[config.mk]
export PLATFORM = sky130hd
export DESIGN_NAME = cal_adder_tree_acc
export DESIGN_NICKNAME = d
export VERILOG_FILES = /design/src/rtl/cal_adder_tree_acc.sv
export SDC_FILE = /design/constraint.sdc
export NUM_CORES = 2
export LEC_CHECK = 0
export ABC_AREA = 1
export CAP_MARGIN = 30
export CORE_MARGIN = 1.5
export CORE_UTILIZATION = 30
export DETAILED_ROUTE_END_ITERATION = 7
export SLEW_MARGIN = 20
export SYNTH_ARGS = -nofsm -noshare
export SYNTH_HDL_FRONTEND = slang
export SYNTH_SLANG_ARGS = --single-unit
[constraint.sdc]
create_clock -name clk -period 5.25 [get_ports clk]
set_input_delay 0.7875 -clock clk [delete_from_list [all_inputs] [get_ports clk]]
set_output_delay 0.7875 -clock clk [all_outputs]
set_load 0.02 [all_outputs]
[src/rtl/cal_adder_tree_acc.sv]
// Pipelined signed adder tree over N_CH*TAPS products, with frame accumulation
// framed by first/last flags and a saturating (or truncating) output stage.
module cal_adder_tree_acc #(
    parameter int N_CH   = 4,
    parameter int TAPS   = 9,
    parameter int DIN_W  = 16,
    parameter int ACC_W  = 24,
    parameter int OUT_W  = 18,
    parameter bit SAT_EN = 1'b1
) (
    input  logic                          clk,
    input  logic                          rst,
    input  logic [N_CH*TAPS*DIN_W-1:0]    din,
    input  logic                          din_valid,
    input  logic                          din_first,
    input  logic                          din_last,
    output logic signed [OUT_W-1:0]       dout,
    output logic                          dout_valid,
    output logic                          sat_flag
);

    localparam int NUM    = N_CH * TAPS;
    localparam int D      = $clog2(NUM);
    localparam int TREE_W = DIN_W + D;
    localparam int HALF   = (NUM + 1) / 2;

    localparam logic signed [ACC_W-1:0] OUT_MAX = {{(ACC_W-OUT_W+1){1'b0}}, {(OUT_W-1){1'b1}}};
    localparam logic signed [ACC_W-1:0] OUT_MIN = {{(ACC_W-OUT_W+1){1'b1}}, {(OUT_W-1){1'b0}}};

    // One spare slot per level so the pairwise index 2*i+1 never leaves the array.
    logic signed [TREE_W-1:0] lvl_s  [0:D][0:NUM];
    logic signed [TREE_W-1:0] node_d [1:D][0:NUM];
    logic signed [TREE_W-1:0] node_q [1:D][0:NUM];

    logic [D:1] vld_d, vld_q, fst_d, fst_q, lst_d, lst_q;

    logic signed [ACC_W-1:0] acc_d, acc_q, fin_d, fin_q, acc_sum_s;
    logic                    fin_vld_d, fin_vld_q;

    logic signed [OUT_W-1:0] dout_d, dout_q;
    logic                    dout_valid_d, dout_valid_q;
    logic                    sat_d, sat_q;

    // Level view: level 0 is the sign-extended input, higher levels are tree registers.
    always_comb begin
        for (int l = 0; l <= D; l++) begin
            for (int i = 0; i <= NUM; i++) begin
                lvl_s[l][i] = '0;
            end
        end
        for (int k = 0; k < NUM; k++) begin
            lvl_s[0][k] = TREE_W'($signed(din[k*DIN_W +: DIN_W]));
        end
        for (int l = 1; l <= D; l++) begin
            for (int i = 0; i <= NUM; i++) begin
                lvl_s[l][i] = node_q[l][i];
            end
        end
    end

    // Pairwise sums; slots past a level's live count stay zero, so an odd leftover passes through.
    always_comb begin
        for (int l = 1; l <= D; l++) begin
            for (int i = 0; i <= NUM; i++) begin
                node_d[l][i] = '0;
            end
        end
        for (int l = 1; l <= D; l++) begin
            for (int i = 0; i < HALF; i++) begin
                node_d[l][i] = lvl_s[l-1][2*i] + lvl_s[l-1][2*i+1];
            end
        end
    end

    // Frame control travels alongside the tree data.
    always_comb begin
        vld_d    = '0;
        fst_d    = '0;
        lst_d    = '0;
        vld_d[1] = din_valid;
        fst_d[1] = din_first;
        lst_d[1] = din_last;
        for (int l = 2; l <= D; l++) begin
            vld_d[l] = vld_q[l-1];
            fst_d[l] = fst_q[l-1];
            lst_d[l] = lst_q[l-1];
        end
    end

    // Accumulate: a first beat restarts the sum, a last beat hands it off and clears acc.
    always_comb begin
        acc_sum_s = (fst_q[D] ? {ACC_W{1'b0}} : acc_q) + ACC_W'(lvl_s[D][0]);
        acc_d     = acc_q;
        fin_d     = fin_q;
        fin_vld_d = 1'b0;
        if (vld_q[D]) begin
            if (lst_q[D]) begin
                acc_d     = '0;
                fin_d     = acc_sum_s;
                fin_vld_d = 1'b1;
            end else begin
                acc_d     = acc_sum_s;
            end
        end else begin
            acc_d = acc_q;
        end
    end

    // Output stage: clamp or truncate to OUT_W and flag any overflow.
    always_comb begin
        dout_d       = dout_q;
        dout_valid_d = 1'b0;
        sat_d        = 1'b0;
        if (fin_vld_q) begin
            dout_valid_d = 1'b1;
            if (SAT_EN) begin
                if (fin_q > OUT_MAX) begin
                    dout_d = OUT_MAX[OUT_W-1:0];
                    sat_d  = 1'b1;
                end else if (fin_q < OUT_MIN) begin
                    dout_d = OUT_MIN[OUT_W-1:0];
                    sat_d  = 1'b1;
                end else begin
                    dout_d = fin_q[OUT_W-1:0];
                end
            end else begin
                dout_d = fin_q[OUT_W-1:0];
                sat_d  = (fin_q > OUT_MAX) || (fin_q < OUT_MIN);
            end
        end else begin
            dout_d = dout_q;
        end
    end

    // Control and result registers, cleared by reset so in-flight beats are dropped.
    always_ff @(posedge clk) begin
        if (rst) begin
            vld_q        <= '0;
            acc_q        <= '0;
            fin_vld_q    <= 1'b0;
            dout_q       <= '0;
            dout_valid_q <= 1'b0;
            sat_q        <= 1'b0;
        end else begin
            vld_q        <= vld_d;
            acc_q        <= acc_d;
            fin_vld_q    <= fin_vld_d;
            dout_q       <= dout_d;
            dout_valid_q <= dout_valid_d;
            sat_q        <= sat_d;
        end
    end

    // Datapath registers are qualified by the valid bits and need no reset.
    always_ff @(posedge clk) begin
        node_q <= node_d;
        fst_q  <= fst_d;
        lst_q  <= lst_d;
        fin_q  <= fin_d;
    end

    assign dout       = dout_q;
    assign dout_valid = dout_valid_q;
    assign sat_flag   = sat_q;

endmodule

# After elaboration in Yosys (flattened, before gate mapping)
# Cells that the tools add are included.
# op_classes
n_addsub	36
n_lt_le_gt_ge	2
muxes	8
n_bitwise	2
n_reduce_logical	3
# ops
op	count
16-bit by 16-bit adder with 17-bit output	18
22-bit adder	8
17-bit by 17-bit adder with 18-bit output	9
24-bit 2-to-1 mux	2
18-bit 2-to-1 mux	2
24-bit adder	1
24-bit by 18-bit > comparator with 1-bit output (second input constant)	1
24-bit by 18-bit less-than comparator with 1-bit output (second input constant)	1
1-bit 2-to-1 mux	4
2-bit OR reduction	2
1-bit NOT	2
2-bit AND reduction	1
# totals
reg_bits	833
inputBits	581
out_inout_bits	20
wordCells	98

# Longest topological paths before layout
# depth
word_depth	3
ltp_mapped	15
ltp_nobuf	15

# Least setup slack after synthesis
# Ideal clock, no wire load.
# synth_timing
kind	input to register
from	in din[544]
to	reg node_q, in the netlist lvl_s[4498]
setup_time_ns	0.117
arrival_time_ns	2.160
required_time_ns	5.133
slack_ns	2.974
stages	9
path_buffers	0
cell_sequence	ha_1 -> fa_1 -> nand3_1 -> nand2_1 -> a21boi_1 -> o21ai_0 -> and2_1 -> o21bai_1 -> nand2_1
# synth_lines
element	line_no	source
from (decl)	13	input logic [N_CH*TAPS*DIN_W-1:0] din,
to (signal assigned)	156	node_q <= node_d;
to (decl)	33	logic signed [TREE_W-1:0] node_q [1:D][0:NUM];

# Worst setup path after layout
# layout_timing
from	reg fst_q[6] in the netlist's numbering
to	reg fin_q[20] (data pin)
# layout_between
elab_chain_len	2
# layout_lines
element	line_no	source
from (decl)	35	logic [D:1] vld_d, vld_q, fst_d, fst_q, lst_d, lst_q;
from (signal assigned)	157	fst_q <= fst_d;
24-bit 2-to-1 mux	92	acc_sum_s = (fst_q[D] ? {ACC_W{1'b0}} : acc_q) + ACC_W'(lvl_s[D][0]);
24-bit adder	92	
named net acc_sum_s[20]	37	logic signed [ACC_W-1:0] acc_d, acc_q, fin_d, fin_q, acc_sum_s;
to (signal assigned)	159	fin_q <= fin_d;
to (decl)	37	
# The timed path passes the listed nets, and every way through them passes these cells.
# A chain may end at the register's enable or synchronous reset.

==> results_dict.tcl <==
set metrics [dict create \
    status "complete, no violations" \
    seq_area_frac_synth 0.336 \
    drc 0 \
    synth-xor-area-share 0.0864 \
    syn_nets 7337 \
    synth_top_family_by_area "simple AND/OR/NAND/NOR gates" \
    cts_made_buffers 90 \
    final.period_utilization 0.527 \
    routed_via_density 4.66 \
    yosys-mux-area-fraction 0 \
    synth_top_cell_by_area "dfxtp_1" \
    clock.fmax_mhz 361 \
    clk_path_buf_depth 3 \
    synthAdderAreaFrac 0.178 \
    avgSynthCellArea_um2 7.79 \
    place_congestion 0.946 \
    fp.dieH_um 401 \
    setup_tns_ns 0 \
    cts_resized 0 \
    finalMaxSlewViolations 0 \
    hold_viol 0 \
    yosysWarnings 0 \
    seq_area_um2 16000 \
    antenna_found_initial 9 \
    grt_overflow 0 \
    multi_input_area_um2 29000 \
    vdd_ir_drop_max_mv 0.246 \
    slew_headroom 0.392 \
    synth_area_um2 47500 \
    critPathMaxFanout 23 \
    core_um2 157000 \
    synthTopCellsByArea "dfxtp_1 (32%), ha_1 (16%), nand2_1 (11%)" \
    clkTransAtPathRegs_ns 0.07 \
    grt_pass1_vias 41857 \
    syn_to_final_growth_pct 24.7 \
    num_vias 41567 \
    detail_route.wl_per_cell_um 15.7 \
    antenna_left 0 \
    portBuffers 600 \
    dieArea_um2 161000 \
    grt_setup_unrepaired "false" \
    post_cts_buffers 0 \
    track_usage 0.171 \
    cts_tree "yes" \
    required_ns 5.67 \
    leakage_nw 28.2 \
    cp-end-kind "register" \
    htree_levels 3 \
    period_minus_slack_ns 2.77 \
    yosys.area_share.simple 0.206 \
    place_inst 8742 \
    final_area_um2 59300 \
    cts_root_buf "clkbuf_16" \
    grt_pass1_wl_mm 221 \
    fp.dieW_um 401 \
    synth.most_common_cell "nand2_1" \
    ys_seq_elements 785 \
    ys_top_cells_by_count "nand2_1 (1345), dfxtp_1 (761), inv_1 (665)" \
    start_util 0.303 \
    instances_no_fill 8914 \
    boundaryPins 601 \
    drv_cap 0 \
    setup_violations 0 \
    critPathLaunchType "register" \
    yosys.area.top_type_share 0.321 \
    firstDrtPassIters 6 \
    clk_latency_ns 0.68 \
    fin_nets 8014 \
    nFillCells 16193 \
    place_hpwl_mm 119 \
    synth-edff-count 24 \
    powerDensity_nw_per_um2 563 \
    path_class "reg -> reg" \
    synth-main-ff-cell "dfxtp_1" \
    grt_start_max_net_pins 51 \
    synth-compound-area-share 0.139 \
    utilization 0.378 \
    async_reset_ff_frac 0 \
    drive_gt1_frac 0.0295 \
    skew_ns 0.0355 \
    cts_hold_buffers 0 \
    drtIter0Drc 1909 \
    synthDistinctLibCells 51 \
    post_dp_cell_area_um2 56100 \
    clock_sinks 785 \
    crit_arrival_ns 3.19 \
    hold_class "reg -> reg" \
    finalWirelength_mm 140 \
    rows 145 \
    worstMarginPinSlew_ns 0.911 \
    syn_inst 6100 \
]
[per-stage QoR]
step / setup slack [ns] / power (mW) / hold WS (ns)
floorplan: 2.97 / 21.3 / 0.310
finish: 2.48 / 33.3 / 0.320
detailed placement: 2.17 / 26.9 / 0.312
global route: 2.26 / 36.3 / 0.325
CTS: 2.46 / 33.7 / 0.319
global placement: 2.18 / 26.8 / 0.312
[cells by family after synthesis]
| family | Yosys count |
|---|---|
| AND/OR/NAND/NOR | 2339 |
| XOR/XNOR | 468 |
| buffers and inverters | 685 |
| AO/OA/AOI/OAI | 1167 |
| flip-flops | 785 |
| adder cells (fa/ha/maj) | 656 |
[routing by layer]
layer	vias up	share of wire	track usage
li1	21772	-	-
met1	18902	0.46	0.215
met2	717	0.48	0.304
met3	172	0.036	0.0255
met4	4	0.021	0.0416
met5	-	0.00019	0
[cell type report]
class / instances / share of cell area
antenna: 7 / 0.000296
sequential: 785 / 0.269
multi-input combinational: 4630 / 0.489
clock buffer: 109 / 0.0414
timing repair buffer: 603 / 0.102
inverter: 667 / 0.0423
tap: 2058 / 0.0435
clock inverter: 55 / 0.0119
[layout by cell type, fill, tap and decap left out, types with 8 or more instances in the layout]
master	count
fa_1	36
nand4_1	62
inv_1	665
o21ai_0	249
nand3b_1	10
xnor2_1	106
clkdlybuf4s50_1	599
ha_1	620
clkinv_2	10
inv_6	8
and2_1	26
clkbuf_8	9
bufinv_16	11
o21a_1	22
nand2_1	1345
o21bai_1	81
dfxtp_1	761
nand3_1	404
clkbuf_1	8
edfxtp_1	24
nor3_1	80
clkbuf_16	92
o31ai_1	8
a31oi_1	27
o21ai_2	10
a21boi_1	23
nor4_1	12
a21oi_1	598
a21o_1	46
clkinvlp_4	11
xor2_1	361
o211ai_1	8
a21boi_0	55
o21ai_1	19
nor2_1	368
[state kept, by name (all words and copies together), names as in the netlist]
signal / count
dout: 18
dout_valid: 1
fst_q: 6
lst_q: 6
lvl_s: 698
fin_vld_q: 1
fin_q: 24
acc_q: 24
vld_q: 6
sat_flag: 1
[power by group]
| part | switching, mW | total, mW | internal [mW] |
|---|---|---|---|
| logic | 10.8 | 17.2 | 6.39 |
| registers | 1.20 | 9.56 | 8.37 |
| clock network | 2.69 | 6.61 | 3.93 |
[worst max-delay path, stage by stage (launching register included)]
cell,delay [ns]
dfxtp_1,0.91
nor2_1,0.13
ha_1,0.27
inv_1,0.10
fa_1,0.28
nor2_1,0.09
nor2_1,0.23
nor2_2,0.11
nand2_1,0.10
nand4_1,0.12
and2_1,0.18
[worst paths after layout]
check | from | end | cells past startpoint | slack, ns
worst max-delay path | fst_q[6] | fin_q[20] | 10 | 2.48
worst min-delay path | fst_q[1] | fst_q[2] | 0 | 0.32
worst max register to register | fst_q[6] | fin_q[20] | 10 | 2.48
worst min register to register | fst_q[1] | fst_q[2] | 0 | 0.32
Power figures use the tool's default switching activity.
